### src/rtl/rc4_pkg.sv
// rc4_pkg: types and constants shared by the RC4 decryption core.
//   task_sel_t    - S-memory owner code. The scheduler drives it, and the S-memory mux decodes it.
//   sched_state_t - task scheduler state encoding. ST_ERROR exists only
//                   when RC4_SCHED_TIMEOUT_EN is defined.
//   RC4_KEY_WIDTH - default width of the secret key.
package rc4_pkg;

  localparam int RC4_KEY_WIDTH = 24;

  typedef enum logic [1:0] {
    TASK_NONE    = 2'b00,
    TASK_INIT    = 2'b01,
    TASK_SHUFFLE = 2'b10,
    TASK_DECODE  = 2'b11
  } task_sel_t;

  typedef enum logic [3:0] {
    ST_IDLE,
    ST_INIT_START,
    ST_INIT_WAIT,
    ST_SHUF_START,
    ST_SHUF_WAIT,
    ST_DEC_START,
    ST_DEC_WAIT,
    ST_NEXT_KEY,
    ST_FOUND,
`ifdef RC4_SCHED_TIMEOUT_EN
    ST_EXHAUSTED,
    ST_ERROR
`else
    ST_EXHAUSTED
`endif
  } sched_state_t;

endpackage

### src/rtl/rc4_phase_watchdog.sv
// rc4_phase_watchdog: per-phase cycle watchdog for the RC4 task scheduler.
// The scheduler instantiates it only when RC4_SCHED_TIMEOUT_EN is defined.
//   clk, reset_n - clock and async active-low reset
//   clear        - zero the count. The scheduler asserts it in the cycle
//                  before each wait state.
//   enable       - count this cycle. The scheduler asserts it in every wait-state cycle.
//   expired      - the current wait cycle is number TIMEOUT_CYCLES. The
//                  phase has not finished in time.
module rc4_phase_watchdog #(
  parameter int TIMEOUT_CYCLES = 65535
) (
  input  logic clk,
  input  logic reset_n,
  input  logic clear,
  input  logic enable,
  output logic expired
);

  logic [15:0] count;

  // The count starts at 0 in the first wait cycle. Comparing against
  // TIMEOUT_CYCLES-1 therefore flags the TIMEOUT_CYCLES-th wait cycle.
  assign expired = enable && (count == 16'(TIMEOUT_CYCLES - 1));

  always_ff @(posedge clk or negedge reset_n) begin
    // NOTE: state registers use non-blocking (<=) so every flop samples
    // pre-edge values; blocking here would create order-dependent races.
    if (!reset_n)    count <= '0;
    else if (clear)  count <= '0;
    else if (enable) count <= count + 16'd1;
  end

endmodule

### src/rtl/rc4_task_scheduler.sv
// rc4_task_scheduler: top-level sequencer for the RC4 brute-force decryptor.
// For each candidate key it runs init -> shuffle -> decode. It steps the key
// from KEY_START to KEY_END until decode reports valid plaintext.
// Optional build macro: RC4_SCHED_TIMEOUT_EN adds a per-phase watchdog and an
// ERROR state. Without the macro, waits are unbounded and timeout_error is 0.
//   clk, reset_n            - clock, async active-low reset
//   start                   - begin a search (ignored while busy)
//   init/shuffle/decode_start - one-cycle pulses to the phase engines
//   init/shuffle/decode_done  - phase engine completion
//   decode_valid            - plaintext check, qualified by decode_done
//   select_task             - S-memory owner (task_sel_t encoding)
//   secret_key              - current candidate key
//   busy                    - search in progress
//   key_found, key_exhausted, timeout_error - sticky result flags
// All outputs are decoded from the state register or are registered. None of
// them depends on an input through combinational logic.
module rc4_task_scheduler
  import rc4_pkg::*;
#(
  parameter int                   KEY_WIDTH      = RC4_KEY_WIDTH,
  parameter logic [KEY_WIDTH-1:0] KEY_START      = '0,
  parameter logic [KEY_WIDTH-1:0] KEY_END        = KEY_WIDTH'(24'h3FFFFF),
  parameter int                   TIMEOUT_CYCLES = 65535
) (
  input  logic                 clk,
  input  logic                 reset_n,
  input  logic                 start,
  output logic                 init_start,
  input  logic                 init_done,
  output logic                 shuffle_start,
  input  logic                 shuffle_done,
  output logic                 decode_start,
  input  logic                 decode_done,
  input  logic                 decode_valid,
  output logic [1:0]           select_task,
  output logic [KEY_WIDTH-1:0] secret_key,
  output logic                 busy,
  output logic                 key_found,
  output logic                 key_exhausted,
  output logic                 timeout_error
);

  sched_state_t state;
  task_sel_t    sel;

`ifdef RC4_SCHED_TIMEOUT_EN
  logic wd_clear, wd_enable, wd_expired;

  assign wd_clear  = (state == ST_INIT_START) || (state == ST_SHUF_START) ||
                     (state == ST_DEC_START);
  assign wd_enable = (state == ST_INIT_WAIT) || (state == ST_SHUF_WAIT) ||
                     (state == ST_DEC_WAIT);

  rc4_phase_watchdog #(.TIMEOUT_CYCLES(TIMEOUT_CYCLES)) u_watchdog (
    .clk     (clk),
    .reset_n (reset_n),
    .clear   (wd_clear),
    .enable  (wd_enable),
    .expired (wd_expired)
  );
`endif

  always_ff @(posedge clk or negedge reset_n) begin
    if (!reset_n) begin
      state      <= ST_IDLE;
      secret_key <= KEY_START;
    end else begin
      case (state)
        // A new search always restarts from KEY_START. Leaving a terminal
        // state also clears its flag, because the flags decode from the state.
        ST_IDLE, ST_FOUND, ST_EXHAUSTED
`ifdef RC4_SCHED_TIMEOUT_EN
        , ST_ERROR
`endif
        : if (start) begin
            secret_key <= KEY_START;
            state      <= ST_INIT_START;
          end
        ST_INIT_START: state <= ST_INIT_WAIT;
        ST_INIT_WAIT:
          if (init_done) state <= ST_SHUF_START;
`ifdef RC4_SCHED_TIMEOUT_EN
          else if (wd_expired) state <= ST_ERROR;
`endif
        ST_SHUF_START: state <= ST_SHUF_WAIT;
        ST_SHUF_WAIT:
          if (shuffle_done) state <= ST_DEC_START;
`ifdef RC4_SCHED_TIMEOUT_EN
          else if (wd_expired) state <= ST_ERROR;
`endif
        ST_DEC_START: state <= ST_DEC_WAIT;
        ST_DEC_WAIT:
          if (decode_done) begin
            if (decode_valid)              state <= ST_FOUND;
            else if (secret_key == KEY_END) state <= ST_EXHAUSTED;
            else                           state <= ST_NEXT_KEY;
          end
`ifdef RC4_SCHED_TIMEOUT_EN
          else if (wd_expired) state <= ST_ERROR;
`endif
        ST_NEXT_KEY: begin
          // The key never passes KEY_END, because DEC_WAIT exits to EXHAUSTED there.
          secret_key <= secret_key + 1'b1;
          state      <= ST_INIT_START;
        end
        default: state <= ST_IDLE;
      endcase
    end
  end

  // Moore decode of the state register. Reset forces ST_IDLE, so
  // select_task drops to TASK_NONE as soon as reset is asserted.
  always_comb begin
    // NOTE: default every combinational output first so no path infers a latch.
    sel           = TASK_NONE;
    init_start    = 1'b0;
    shuffle_start = 1'b0;
    decode_start  = 1'b0;
    busy          = 1'b1;
    key_found     = 1'b0;
    key_exhausted = 1'b0;
    timeout_error = 1'b0;
    case (state)
      ST_IDLE:       busy = 1'b0;
      ST_INIT_START: begin sel = TASK_INIT;    init_start    = 1'b1; end
      ST_INIT_WAIT:  sel = TASK_INIT;
      ST_SHUF_START: begin sel = TASK_SHUFFLE; shuffle_start = 1'b1; end
      ST_SHUF_WAIT:  sel = TASK_SHUFFLE;
      ST_DEC_START:  begin sel = TASK_DECODE;  decode_start  = 1'b1; end
      ST_DEC_WAIT:   sel = TASK_DECODE;
      ST_NEXT_KEY:   sel = TASK_NONE;
      ST_FOUND:      begin busy = 1'b0; key_found     = 1'b1; end
      ST_EXHAUSTED:  begin busy = 1'b0; key_exhausted = 1'b1; end
`ifdef RC4_SCHED_TIMEOUT_EN
      ST_ERROR:      begin busy = 1'b0; timeout_error = 1'b1; end
`endif
      default:       busy = 1'b0;
    endcase
  end

  assign select_task = sel;

endmodule

### config.mk
export PLATFORM = sky130hd
export DESIGN_NAME = rc4_task_scheduler
export DESIGN_NICKNAME = d
export VERILOG_FILES = /design/src/rtl/rc4_pkg.sv /design/src/rtl/rc4_phase_watchdog.sv /design/src/rtl/rc4_task_scheduler.sv
export SDC_FILE = /design/constraint.sdc
export NUM_CORES = 1
export LEC_CHECK = 0
export ABC_AREA = 0
export CAP_MARGIN = 15
export CORE_AREA = 2 2 60 62
export CTS_CLUSTER_SIZE = 30
export DETAILED_ROUTE_END_ITERATION = 8
export DIE_AREA = 0 0 62 64
export PLACE_DENSITY = 0.81
export SLEW_MARGIN = 20
export SYNTH_ARGS = -nofsm -noshare
export SYNTH_HDL_FRONTEND = slang
export SYNTH_SLANG_ARGS = --single-unit
export TNS_END_PERCENT = 20
### constraint.sdc
create_clock -name clk -period 2.7 [get_ports clk]
set_input_delay 0.54 -clock clk [delete_from_list [all_inputs] [get_ports clk]]
set_output_delay 0.54 -clock clk [all_outputs]
set_load 0.02 [all_outputs]
==> impl_metrics.csv <==
group,metric,value,unit
finish,area_growth,26.9,%
worst_setup_path,cp_top_family,"buffers and inverters",
detailed_routing,drc,0,
synth,synthMuxAreaShare,7.35,%
cts,clk_pin_slew,150,ps
worst_hold_path,hold_class,"flop to flop",
synth,synth_simple_gate_area_share,30.5,%
global_routing,grt_max_degree,29,
place,gp_congestion,0.828,
detailed_routing,wl_per_cell,13.9,um
run_status,status,"finished, final reports clean",
floorplanning,num_rows,21,
synth,synth_compound_area_share,14.7,%
worst_setup_path,crit_arrival,1960,ps
cts,numCtsBuffers,3,
timing,fin_tns_setup,0,ps
cts,post_cts_resized,0,
detailed_routing,drt_wl_total,3780,um
cts,cts_hold_buf,0,
worst_setup_path,cp_slowest_cell,"clkdlybuf4s50_1",
timing,setup_viol,0,
synth,synth-seq-area-share,42.0,%
global_routing,grt_pass1_vias,1383,
place,dp_worst_setup_slack,596,ps
worst_setup_path,reg2reg_from,"state[2]",
floorplanning,fp.dieW,62,um
detailed_routing,num_vias,1540,
worst_setup_path,path_cells,"nand2_1 -> xor2_1 -> nor2_1 -> clkdlybuf4s50_1",
timing,slew_headroom,49.3,%
synth,avgSynthCellArea,8.73,um2
worst_setup_path,crit_start,"state[1]",
timing,fin_worst_skew,13.0,ps
worst_setup_path,worstPathMaxFanout,14,
finish,nNetsFinal,235,
global_routing,grtUsageTotal,21.2,%
job,cap_violations,0,
worst_hold_path,worstHoldStart,"secret_key[19]",
synth,synth_edf_count,0,
cts,cts_root_buf,"clkbuf_4",
synth,async_flop_share,100,%
finish,layout-drive-gt1-share,6.19,%
floorplanning,dieArea,3970,um2
global_routing,grt_pass1_wl,6470,um
cts,clkLatencyLatePin,330,ps
worst_setup_path,cp-end-kind,"output pin",
synth,syn_nets,199,
synth,syn_inst,191,
cts,clkSinkCount,28,
synth,netlist_area,1670,um2
timing,fin_ws,199,ps
synth,synth-xor-area-share,1.05,%
synth,ys.flop_type,"dfrtp_1",
synth,synth_fa_ha_area_share,0.750,%
cts,cts-htree-levels,1,
worst_setup_path,crit_required,2160,ps
power,ir_drop,0.634,mV
cts,cts_setup_buffers,0,
timing,tightest_slew,755,ps
detailed_routing,drt_iter0_drc,78,
cts,cts_buffer_depth,2,
floorplanning,die_y,64,um
worst_setup_path,crit_type,"flop to output pin",
detailed_routing,vias_per_cell,5.66,
global_routing,antenna_found_initial,0,
detailed_routing,ant_nets,0,
power,p_leak,0.892,nW
place,io_buffers,38,
timing,drv_slew,0,
global_routing,overflow,0,
floorplanning,core_region_area,3280,um2
synth,synth-seq-cells,28,
finish,mostFrequentLayoutCell,"clkdlybuf4s50_1",
worst_setup_path,cpPeakStageDelay,610,ps
floorplanning,num_io_pins,40,
floorplanning,start_util,50.8,%
worst_setup_path,worstSetupStartpointType,"flop",
synth,synth_top_family_by_area,"simple AND/OR/NAND/NOR gates",
place,hpwl,2710,um
synth,synth_cell_types,43,
timing,min_period_over_period,92.6,%
finish,most-common-layout-cells,"38 x clkdlybuf4s50_1, 28 x dfrtp_1, 27 x nand2_1",
detailed_routing,firstDrtPassIters,6,
timing,rsz0062_at_grt,"no",
finish,antenna_cells,0,
cts,cts_tree,"done",
worst_setup_path,crit_buf_inv,1,
power,power_density,889,nW/um2
timing,period_minus_slack,2500,ps
synth,ys_warn_count,0,
timing,fmax,400,MHz
timing,final-hold-violation-count,0,
## final timing paths
check	slack (ps)	to	cells after the start
max in group asynchronous	1860	secret_key[17]	2
min in group asynchronous	560	secret_key[1]	2
hold / removal	510	secret_key[19]	1
setup reg to reg	600	secret_key[18]	4
hold reg to reg	510	secret_key[19]	1
setup / recovery	200	select_task[1]	4
## synthesized netlist by cell type, types with 3 or more instances
cell	instances	share of area, %
a31oi_1	5	1.9
dfrtp_1	28	42
o21ai_0	10	3.0
nand2b_1	6	2.3
o211ai_1	3	1.4
nor2_1	14	3.2
nand2_1	27	6.1
mux2i_1	10	6.0
nand4_1	8	3.0
a21oi_1	8	2.4
nor4_1	3	1.1
clkbuf_1	5	1.1
nor3_1	8	2.4
buf_2	3	0.90
nand3_1	15	4.5
## state kept, by name (all words and copies together) (netlist names)
name        flops
secret_key     24
state           4
## per-layer routing
metal	part of all wire, %	vias to the layer above	global-route usage, %
met5	0	-	0
met1	47	724	29.0
met2	48	39	34.2
met3	3.8	4	2.43
li1	-	773	-
met4	1.4	0	6.65
## logic make-up (layout without fill, tap and decap cells)
group | after synthesis | count (layout)
other | 1 | 1
AND/OR/NAND/NOR | 97 | 97
XOR/XNOR | 2 | 2
multiplexers | 12 | 12
flip-flops | 28 | 28
adder cells (fa/ha/maj) | 1 | 1
AO/OA/AOI/OAI | 38 | 38
buffers and inverters | 12 | 47
## where the power goes
group / switching [W] / leakage [nW] / internal [W]
registers: 0.000223 / 0.379 / 0.000528
clock network: 0.000120 / 0.0210 / 0.0000826
logic: 0.000488 / 0.492 / 0.000439
## worst register-to-register path, delay by kind of cell (launching register included)
kind,cells,cell delay (ps)
simple gates,3,1200
flops,1,650
mux,1,150
## final cells by class
class	instances	area [um2]
tap	46	57.6
multi-input combinational	151	911
clock buffer	4	36.3
fill	302	1170
timing repair buffer	41	403
inverter	2	7.51
sequential	28	701
## metrics by stage
step           hold WS, ps  total power [W]  cell area, um2  instances  util [%]
2_1_floorplan          244          0.00130            1670        191         -
3_3_place_gp           493          0.00167            2080        268      63.3
3_5_place_dp           497          0.00169            2080        268      63.3
4_1_cts                514          0.00189            2120        272      64.4
5_1_grt                545          0.00202            2120        272      64.4
6_report               509          0.00188            2120        272      64.4
Power figures use the tool's default switching activity.
